### src/rtl/pipe_stage_regs_pkg.sv
// Shared types and constants for the fetch/decode/execute pipeline registers.
package pipe_stage_regs_pkg;

  localparam int unsigned XLEN    = 32;
  localparam int unsigned REG_IDX = 5;

  localparam logic [XLEN-1:0] NOP_INSTR_C = 32'h0000_0013;
  localparam logic [XLEN-1:0] RESET_PC_C  = 32'h0000_0000;

  typedef enum logic [1:0] {
    FWD_NONE = 2'b00,
    FWD_WB   = 2'b01,
    FWD_MEM  = 2'b10
  } forward_t;

  typedef struct packed {
    logic       reg_write;
    logic [1:0] result_src;
    logic       mem_write;
    logic       jump;
    logic       branch;
    logic       alu_src;
    logic [3:0] alu_ctrl;
  } ctrl_e_t;

  typedef struct packed {
    logic [XLEN-1:0] instr;
    logic [XLEN-1:0] pc;
    logic [XLEN-1:0] pc_plus4;
    logic            valid;
  } ifid_t;

  typedef struct packed {
    ctrl_e_t            ctrl;
    logic [XLEN-1:0]    pc;
    logic [XLEN-1:0]    pc_plus4;
    logic [XLEN-1:0]    rd1;
    logic [XLEN-1:0]    rd2;
    logic [XLEN-1:0]    imm_ext;
    logic [REG_IDX-1:0] rs1;
    logic [REG_IDX-1:0] rs2;
    logic [REG_IDX-1:0] rd;
    logic               valid;
  } idex_t;

endpackage

### src/rtl/pipe_stage_regs_pipe_reg.sv
// Generic pipeline register with enable and synchronous clear to a fixed bubble value.
module pipe_reg #(
  parameter int unsigned       WIDTH   = 32,
  parameter logic [WIDTH-1:0]  RST_VAL = '0
) (
  input  logic             clk,
  input  logic             rst_n,
  input  logic             en,
  input  logic             clr,
  input  logic [WIDTH-1:0] d,
  output logic [WIDTH-1:0] q
);

  // Clear beats enable so a flush always wins over a hold.
  always_ff @(posedge clk) begin
    if (!rst_n)   q <= RST_VAL;
    else if (clr) q <= RST_VAL;
    else if (en)  q <= d;
  end

endmodule

### src/rtl/pipe_stage_regs.sv
// Fetch PC, IF/ID and ID/EX pipeline registers with stall/flush control and perf counters.
module pipe_stage_regs
  import pipe_stage_regs_pkg::*;
#(
  parameter logic [31:0] RESET_PC  = RESET_PC_C,
  parameter logic [31:0] NOP_INSTR = NOP_INSTR_C
) (
  input  logic               clk,
  input  logic               rst_n,
  input  logic               stall_f,
  input  logic               stall_d,
  input  logic               flush_d,
  input  logic               flush_e,
  input  logic               pc_src_e,
  input  logic [XLEN-1:0]    pc_target_e,
  input  logic [XLEN-1:0]    instr_f,
  input  logic [XLEN-1:0]    rd1_d,
  input  logic [XLEN-1:0]    rd2_d,
  input  logic [XLEN-1:0]    imm_ext_d,
  input  ctrl_e_t            ctrl_d,
  output logic [XLEN-1:0]    pc_f,
  output logic [XLEN-1:0]    instr_d,
  output logic [XLEN-1:0]    pc_d,
  output logic [XLEN-1:0]    pc_plus4_d,
  output logic               valid_d,
  output logic [REG_IDX-1:0] rs1_d,
  output logic [REG_IDX-1:0] rs2_d,
  output logic [REG_IDX-1:0] rd_d,
  output logic [XLEN-1:0]    pc_e,
  output logic [XLEN-1:0]    pc_plus4_e,
  output logic [XLEN-1:0]    rd1_e,
  output logic [XLEN-1:0]    rd2_e,
  output logic [XLEN-1:0]    imm_ext_e,
  output logic [REG_IDX-1:0] rs1_e,
  output logic [REG_IDX-1:0] rs2_e,
  output logic [REG_IDX-1:0] rd_e,
  output ctrl_e_t            ctrl_e,
  output logic               valid_e,
  output logic [XLEN-1:0]    stall_cnt,
  output logic [XLEN-1:0]    flush_cnt
);

  localparam int unsigned IFID_W = $bits(ifid_t);
  localparam int unsigned IDEX_W = $bits(idex_t);
  localparam ifid_t IFID_BUBBLE = '{instr: NOP_INSTR, pc: '0, pc_plus4: '0, valid: 1'b0};

  logic [XLEN-1:0] pc_plus4_f;
  logic [XLEN-1:0] pc_next;
  ifid_t           ifid_d;
  ifid_t           ifid_q;
  idex_t           idex_d;
  idex_t           idex_q;

  // Redirect beats stall, stall beats sequential fetch.
  always_comb begin
    pc_plus4_f = pc_f + XLEN'(4);
    pc_next    = pc_plus4_f;
    if (pc_src_e)     pc_next = pc_target_e;
    else if (stall_f) pc_next = pc_f;
  end

  always_ff @(posedge clk) begin
    if (!rst_n) pc_f <= RESET_PC;
    else        pc_f <= pc_next;
  end

  assign ifid_d = '{instr: instr_f, pc: pc_f, pc_plus4: pc_plus4_f, valid: 1'b1};

  pipe_reg #(
    .WIDTH   (IFID_W),
    .RST_VAL (IFID_W'(IFID_BUBBLE))
  ) u_ifid (
    .clk   (clk),
    .rst_n (rst_n),
    .en    (!stall_d),
    .clr   (flush_d),
    .d     (ifid_d),
    .q     (ifid_q)
  );

  assign instr_d    = ifid_q.instr;
  assign pc_d       = ifid_q.pc;
  assign pc_plus4_d = ifid_q.pc_plus4;
  assign valid_d    = ifid_q.valid;
  assign rs1_d      = ifid_q.instr[19:15];
  assign rs2_d      = ifid_q.instr[24:20];
  assign rd_d       = ifid_q.instr[11:7];

  assign idex_d = '{ctrl: ctrl_d, pc: pc_d, pc_plus4: pc_plus4_d, rd1: rd1_d, rd2: rd2_d,
                    imm_ext: imm_ext_d, rs1: rs1_d, rs2: rs2_d, rd: rd_d, valid: valid_d};

  pipe_reg #(
    .WIDTH   (IDEX_W),
    .RST_VAL ('0)
  ) u_idex (
    .clk   (clk),
    .rst_n (rst_n),
    .en    (1'b1),
    .clr   (flush_e),
    .d     (idex_d),
    .q     (idex_q)
  );

  assign ctrl_e     = idex_q.ctrl;
  assign pc_e       = idex_q.pc;
  assign pc_plus4_e = idex_q.pc_plus4;
  assign rd1_e      = idex_q.rd1;
  assign rd2_e      = idex_q.rd2;
  assign imm_ext_e  = idex_q.imm_ext;
  assign rs1_e      = idex_q.rs1;
  assign rs2_e      = idex_q.rs2;
  assign rd_e       = idex_q.rd;
  assign valid_e    = idex_q.valid;

  // Saturating performance counters.
  always_ff @(posedge clk) begin
    if (!rst_n) begin
      stall_cnt <= '0;
      flush_cnt <= '0;
    end else begin
      if (stall_f && (stall_cnt != '1)) stall_cnt <= stall_cnt + XLEN'(1);
      if (flush_d && (flush_cnt != '1)) flush_cnt <= flush_cnt + XLEN'(1);
    end
  end

endmodule
### config.mk
export PLATFORM = sky130hd
export DESIGN_NAME = pipe_stage_regs
export DESIGN_NICKNAME = d
export VERILOG_FILES = /design/src/rtl/pipe_stage_regs_pkg.sv /design/src/rtl/pipe_stage_regs_pipe_reg.sv /design/src/rtl/pipe_stage_regs.sv
export SDC_FILE = /design/constraint.sdc
export NUM_CORES = 1
export LEC_CHECK = 0
export CORE_AREA = 2 2 221 223
export CTS_CLUSTER_SIZE = 16
export DETAILED_ROUTE_END_ITERATION = 16
export DIE_AREA = 0 0 223 225
export PLACE_DENSITY = 0.65
export RECOVER_POWER = 25
export SYNTH_ARGS = -nofsm -noshare
export SYNTH_HDL_FRONTEND = slang
export SYNTH_SLANG_ARGS = --single-unit
### constraint.sdc
create_clock -name clk -period 1.95 [get_ports clk]
set_input_delay 0.39 -clock clk [delete_from_list [all_inputs] [get_ports clk]]
set_output_delay 0.39 -clock clk [all_outputs]
set_load 0.02 [all_outputs]
### Word-level counts from Yosys, hierarchy flattened

Cells that the tools add are included.

| operators by class | value |
|---|---|
| mux-type cells | 2 |
| $add $sub $neg | 3 |
| bitwise gates (word level) | 1 |
| reduce and logical (&&, ||, !) cells | 4 |
| equal/unequal tests | 3 |

Operators with widths:

| kind | number |
|---|---|
| adder 32 x 1 -> 32 bit, second input constant | 2 |
| two-way mux 32 bit | 2 |
| != test 32 bit, second input constant | 2 |
| adder 32 x 3 -> 32 bit, second input constant | 1 |
| OR reduction 2 bit | 2 |
| logical AND 1 bit | 2 |
| != test 2 x 1 -> 1 bit, second input constant | 1 |
| NOT 1 bit | 1 |

| storage, ports and cells | value |
|---|---|
| logic and storage cells | 18 |
| bits in registers | 380 |
| input bits | 178 |

### Longest topological paths before layout

| depth | value |
|---|---|
| depth after elaboration | 3 |
| depth in mapped cells | 9 |
| gate-level depth less buffers | 6 |

### Hierarchy

A second synthesis with hierarchy kept.

| second synthesis, totals | value |
|---|---|
| cells, all modules | 1,593 |
| area, all modules | 15,578.7 um2 |

Modules (own cells, without submodules):

| module | instances | cells an instance | seq. area each (um2) | area an instance (um2) |
|---|---|---|---|---|
| pipe_reg (u_idex) | 1 | 604 | 3,743.6 | 6,677.7 |
| pipe_stage_regs | 1 | 675 | 1,921.8 | 5,435.2 |
| pipe_reg (u_ifid) | 1 | 314 | 1,941.9 | 3,465.8 |

### Worst setup path after synthesis

OpenSTA, ideal clock, no wires.

| timing | value |
|---|---|
| path type | register to register |
| from | register stall_cnt[0] |
| to | register stall_cnt[11] |
| arrival time | 2.120 ns |
| setup time | 0.128 ns |
| required time | 1.822 ns |
| clock period less this slack | 2.248 ns |
| setup slack | -0.298 ns |
| cell stages (with the launch flop) | 7 |
| cell sequence | dfxtp_1 > ha_1 > nand4_2 > nor4_1 > a211oi_1 > xnor2_1 > nor2_1 |

| between the ends | value |
|---|---|
| word-level cells in the longest chain between the ends | 2 |
| elaborated cells between the ends (all ways) | 3 |
| those cells by class | add/sub (1); eq/ne (1); reduce/logical (1) |

RTL lines:

| what | RTL line | text |
|---|---|---|
| from (decl) | pipe_stage_regs.sv:39 | `output logic [XLEN-1:0] stall_cnt,` |
| from (signal assigned) | pipe_stage_regs.sv:121 | `if (stall_f && (stall_cnt != '1)) stall_cnt <= stall_cnt + XLEN'(1);` |
| branches (longest 2 deep; another with adder 32 x 1 -> 32 bit) | - |  |

Several ways; the timed one is not identified.
A chain may end at the register's enable or synchronous reset.

### Worst setup path in the final report

| timing | value |
|---|---|
| from | register stall_cnt[17] |
| to | register stall_cnt[19] |

Same word-level chain as after synthesis.

==> impl_metrics.env <==
export IMPL_worstReg2RegEnd="stall_cnt[19]"
export IMPL_drv_slew=0
export IMPL_synth_edf_count=0
export IMPL_finalSetupViolCount=0
export IMPL_crit_reg2reg_launch="stall_cnt[17]"
export IMPL_fmax_ghz=0.5202
export IMPL_yosysSeqAreaShare_pct=54.70
export IMPL_ir_worst_vdd_v=0.0005210
export IMPL_syn_area_per_cell_um2=9.851
export IMPL_coreArea_um2=47550
export IMPL_timing_final_ws_setup_ns=0.02758
export IMPL_routed_wl_um=54200
export IMPL_htreeDepth=2
export IMPL_rsz0062_at_grt="true"
export IMPL_crit_fanout=5
export IMPL_path_cells="and4_4 -> buf_4 -> or4b_4 -> buf_8 -> nor2_4 -> buf_6 -> o311ai_0 -> o41ai_1"
export IMPL_status="finished, final reports clean"
export IMPL_synth_warnings=0
export IMPL_die_h_um=225
export IMPL_insertion_delay_ns=0.57
export IMPL_yosys_top_cells_area="dfxtp_1 (55%), and2_1 (8.6%), mux2i_1 (5.7%)"
export IMPL_dp_cells=2664
export IMPL_hold_buffers=0
export IMPL_yosysUniqueCellTypes=54
export IMPL_power_density_nw_per_um2=806.2
export IMPL_drive_above_1_share_pct=16.42
export IMPL_die_area_um2=50180
export IMPL_required_ns=2.38
export IMPL_syn_instance_count=1397
export IMPL_grt_overflow_total=0
export IMPL_post_route_period_util_pct=98.59
export IMPL_drcViolationCount=0
export IMPL_max_stage_delay_ns=0.50
export IMPL_die_width_um=223
export IMPL_layout_commonest_cell="clkdlybuf4s50_1"
export IMPL_crit_end="stall_cnt[19]"
export IMPL_start_util_pct=28.94
export IMPL_met1_usage_pct=23.48
export IMPL_cts_sinks=376
export IMPL_io_pin_count=573
export IMPL_crit_buf_inv=3
export IMPL_viasPerCell=4.650
export IMPL_numCtsBuffers=43
export IMPL_p_leak_nw=9.875
export IMPL_critical_path_startpoint_type="flip-flop"
export IMPL_grt_pass1_vias=12700
export IMPL_slew_limit_headroom_pct=42.29
export IMPL_rr_worst_depth=8
export IMPL_first_iter_violations=438
export IMPL_ys_seq_elements=376
export IMPL_synth_top_area_share_pct=54.70
export IMPL_hold_viol_final=0
export IMPL_gr_usage_met3_pct=6.884
export IMPL_r2r_slack_ns=0.03
export IMPL_cts_tree="built"
export IMPL_final_cells=2749
export IMPL_cp_end_kind="flip-flop"
export IMPL_drt_pass1_iterations=5
export IMPL_synth_area_um2=13760
export IMPL_syn_to_final_growth_pct=65.24
export IMPL_crit_type="flip-flop to flip-flop"
export IMPL_cp_startpoint="stall_cnt[17]"
export IMPL_io_buffers=572
export IMPL_syn_nets=1578
export IMPL_cp_slowest_cell="or4b_4"
export IMPL_cts_root_buf="clkbuf_16"
export IMPL_path_depth=8
export IMPL_wl_per_cell_um=19.72
export IMPL_cp_arrival_ns=2.36
export IMPL_pre_cts_slack_ns=-0.3536
export IMPL_worst_pin_slew_ns=0.8657
export IMPL_grt_pass1_wl_um=79540
export IMPL_hp_start="stall_d"
export IMPL_global_route_usage_met2_pct=37.14
export IMPL_grt_max_degree=80
export IMPL_async_flop_share_pct=0
export IMPL_nets=2280
export IMPL_vias=12780
export IMPL_mostFrequentLayoutCells="clkdlybuf4s50_1 (347), dfxtp_1 (331), dlygate4sd2_1 (206)"
export IMPL_crit_family="simple AND/OR/NAND/NOR gates"
export IMPL_place_gp_congestion=0.9031
export IMPL_top_usage_layer="met2"
export IMPL_hold_depth=3
export IMPL_grt_use_total_pct=20.61
export IMPL_ys_flop_type="dfxtp_1"
export IMPL_holdCritPathClass="input pin to flip-flop"
export IMPL_clk_path_buf_depth=3
export IMPL_min_period_ns=1.922
export IMPL_antenna_found_initial=12
export IMPL_ant_nets=0
export IMPL_yosys_area_top_type="dfxtp_1"
export IMPL_cap_violations=0
export IMPL_finClkSkew_ns=0.02119
export IMPL_cts_clk_slew_worst_paths_ns=0.06
export IMPL_hpwl_um=41940
export IMPL_rows=80
## cell families (layout without fill, tap and decap cells)
logic type | count (synthesis) | after routing | synth area share [%]
AO/OA/AOI/OAI | 186 | 186 | 7.928
XOR/XNOR | 76 | 76 | 4.837
adder cells (fa/ha/maj) | 3 | 3 | 0.2728
buffers and inverters | 115 | 850 | 4.028
flip-flops | 376 | 376 | 54.70
multiplexers | 78 | 78 | 5.673
other | 0 | 2 | 0
AND/OR/NAND/NOR | 563 | 563 | 22.57
## worst min path at each step
stage                    to  slack [ns]
6_report       u_ifid.q[69]        0.28
5_1_grt        u_ifid.q[69]        0.29
4_1_cts        u_ifid.q[69]        0.25
3_5_place_dp   u_ifid.q[69]        0.47
3_3_place_gp   u_ifid.q[65]        0.46
2_1_floorplan       pc_f[0]        0.48
## per-layer routing
layer  vias to the layer above  share of wire [%]
met5                         -               0.15
met2                       476                 50
li1                       6144                  -
met1                      6061                 39
met3                        91                8.4
met4                        12                1.8
## final cells by class
type                    count  area, um2
multi-input cells         906       5876
clock inverters            21      266.5
clock buffers              57       1221
flip-flops and latches    376       7589
fillers                  4466      24810
diodes                      2      5.005
well taps                 615      769.5
repair buffers            762       6977
inverters                  10      37.54
## power by group
group          switching, W  internal, W  total [W]
combinational      0.000963     0.000903    0.00187
sequential         0.000116      0.00790    0.00802
clock               0.00335      0.00510    0.00845
## through the flow
step                      TNS (ns)  util (%)  power [W]  hold WS, ns  area, um2
after floorplan           -0.08918         -   0.008989       0.4836      13860
after global placement      -7.119     44.92    0.01016       0.4555      21360
after detailed placement    -10.48     44.92    0.01018       0.4664      21360
after CTS                        0     47.56    0.01859       0.2535      22610
after global routing       -0.1113     47.82    0.01900       0.2935      22740
final                            0     47.83    0.01833       0.2793      22740
## tightest hold or removal path, stage by stage
cell,delay (ns)
buf_4,0.21
mux2i_1,0.15
nand2_1,0.06
## sequential cells by signal, summed over array words and instances, names as in the netlist
name,flops
u_ifid.q,95
stall_cnt,32
flush_cnt,32
pc_f,32
u_idex.q,185
## Yosys cell counts (8+ instances only)
| cell type | instances |
|---|---|
| nor2_1 | 133 |
| inv_1 | 8 |
| xnor2_1 | 32 |
| or4_1 | 14 |
| and2_1 | 190 |
| xor2_1 | 44 |
| nand3_1 | 40 |
| nor3_1 | 11 |
| nand2b_1 | 9 |
| o31ai_1 | 13 |
| buf_2 | 10 |
| a211oi_1 | 9 |
| mux2i_1 | 78 |
| nand4_1 | 42 |
| clkbuf_1 | 69 |
| dfxtp_1 | 376 |
| or3_1 | 23 |
| a21oi_1 | 73 |
| o21ai_0 | 64 |
| nor4_1 | 12 |
| nand2_1 | 52 |
| buf_4 | 23 |
| and3_1 | 10 |
## what timing repair did
action                     4_1_cts  5_1_grt
buffers inserted                 0        4
cloned                           0        1
resized for setup              218       53
setup endpoints to repair      221       70
pin swaps                        0       15
(Power assumes the default switching activity.)
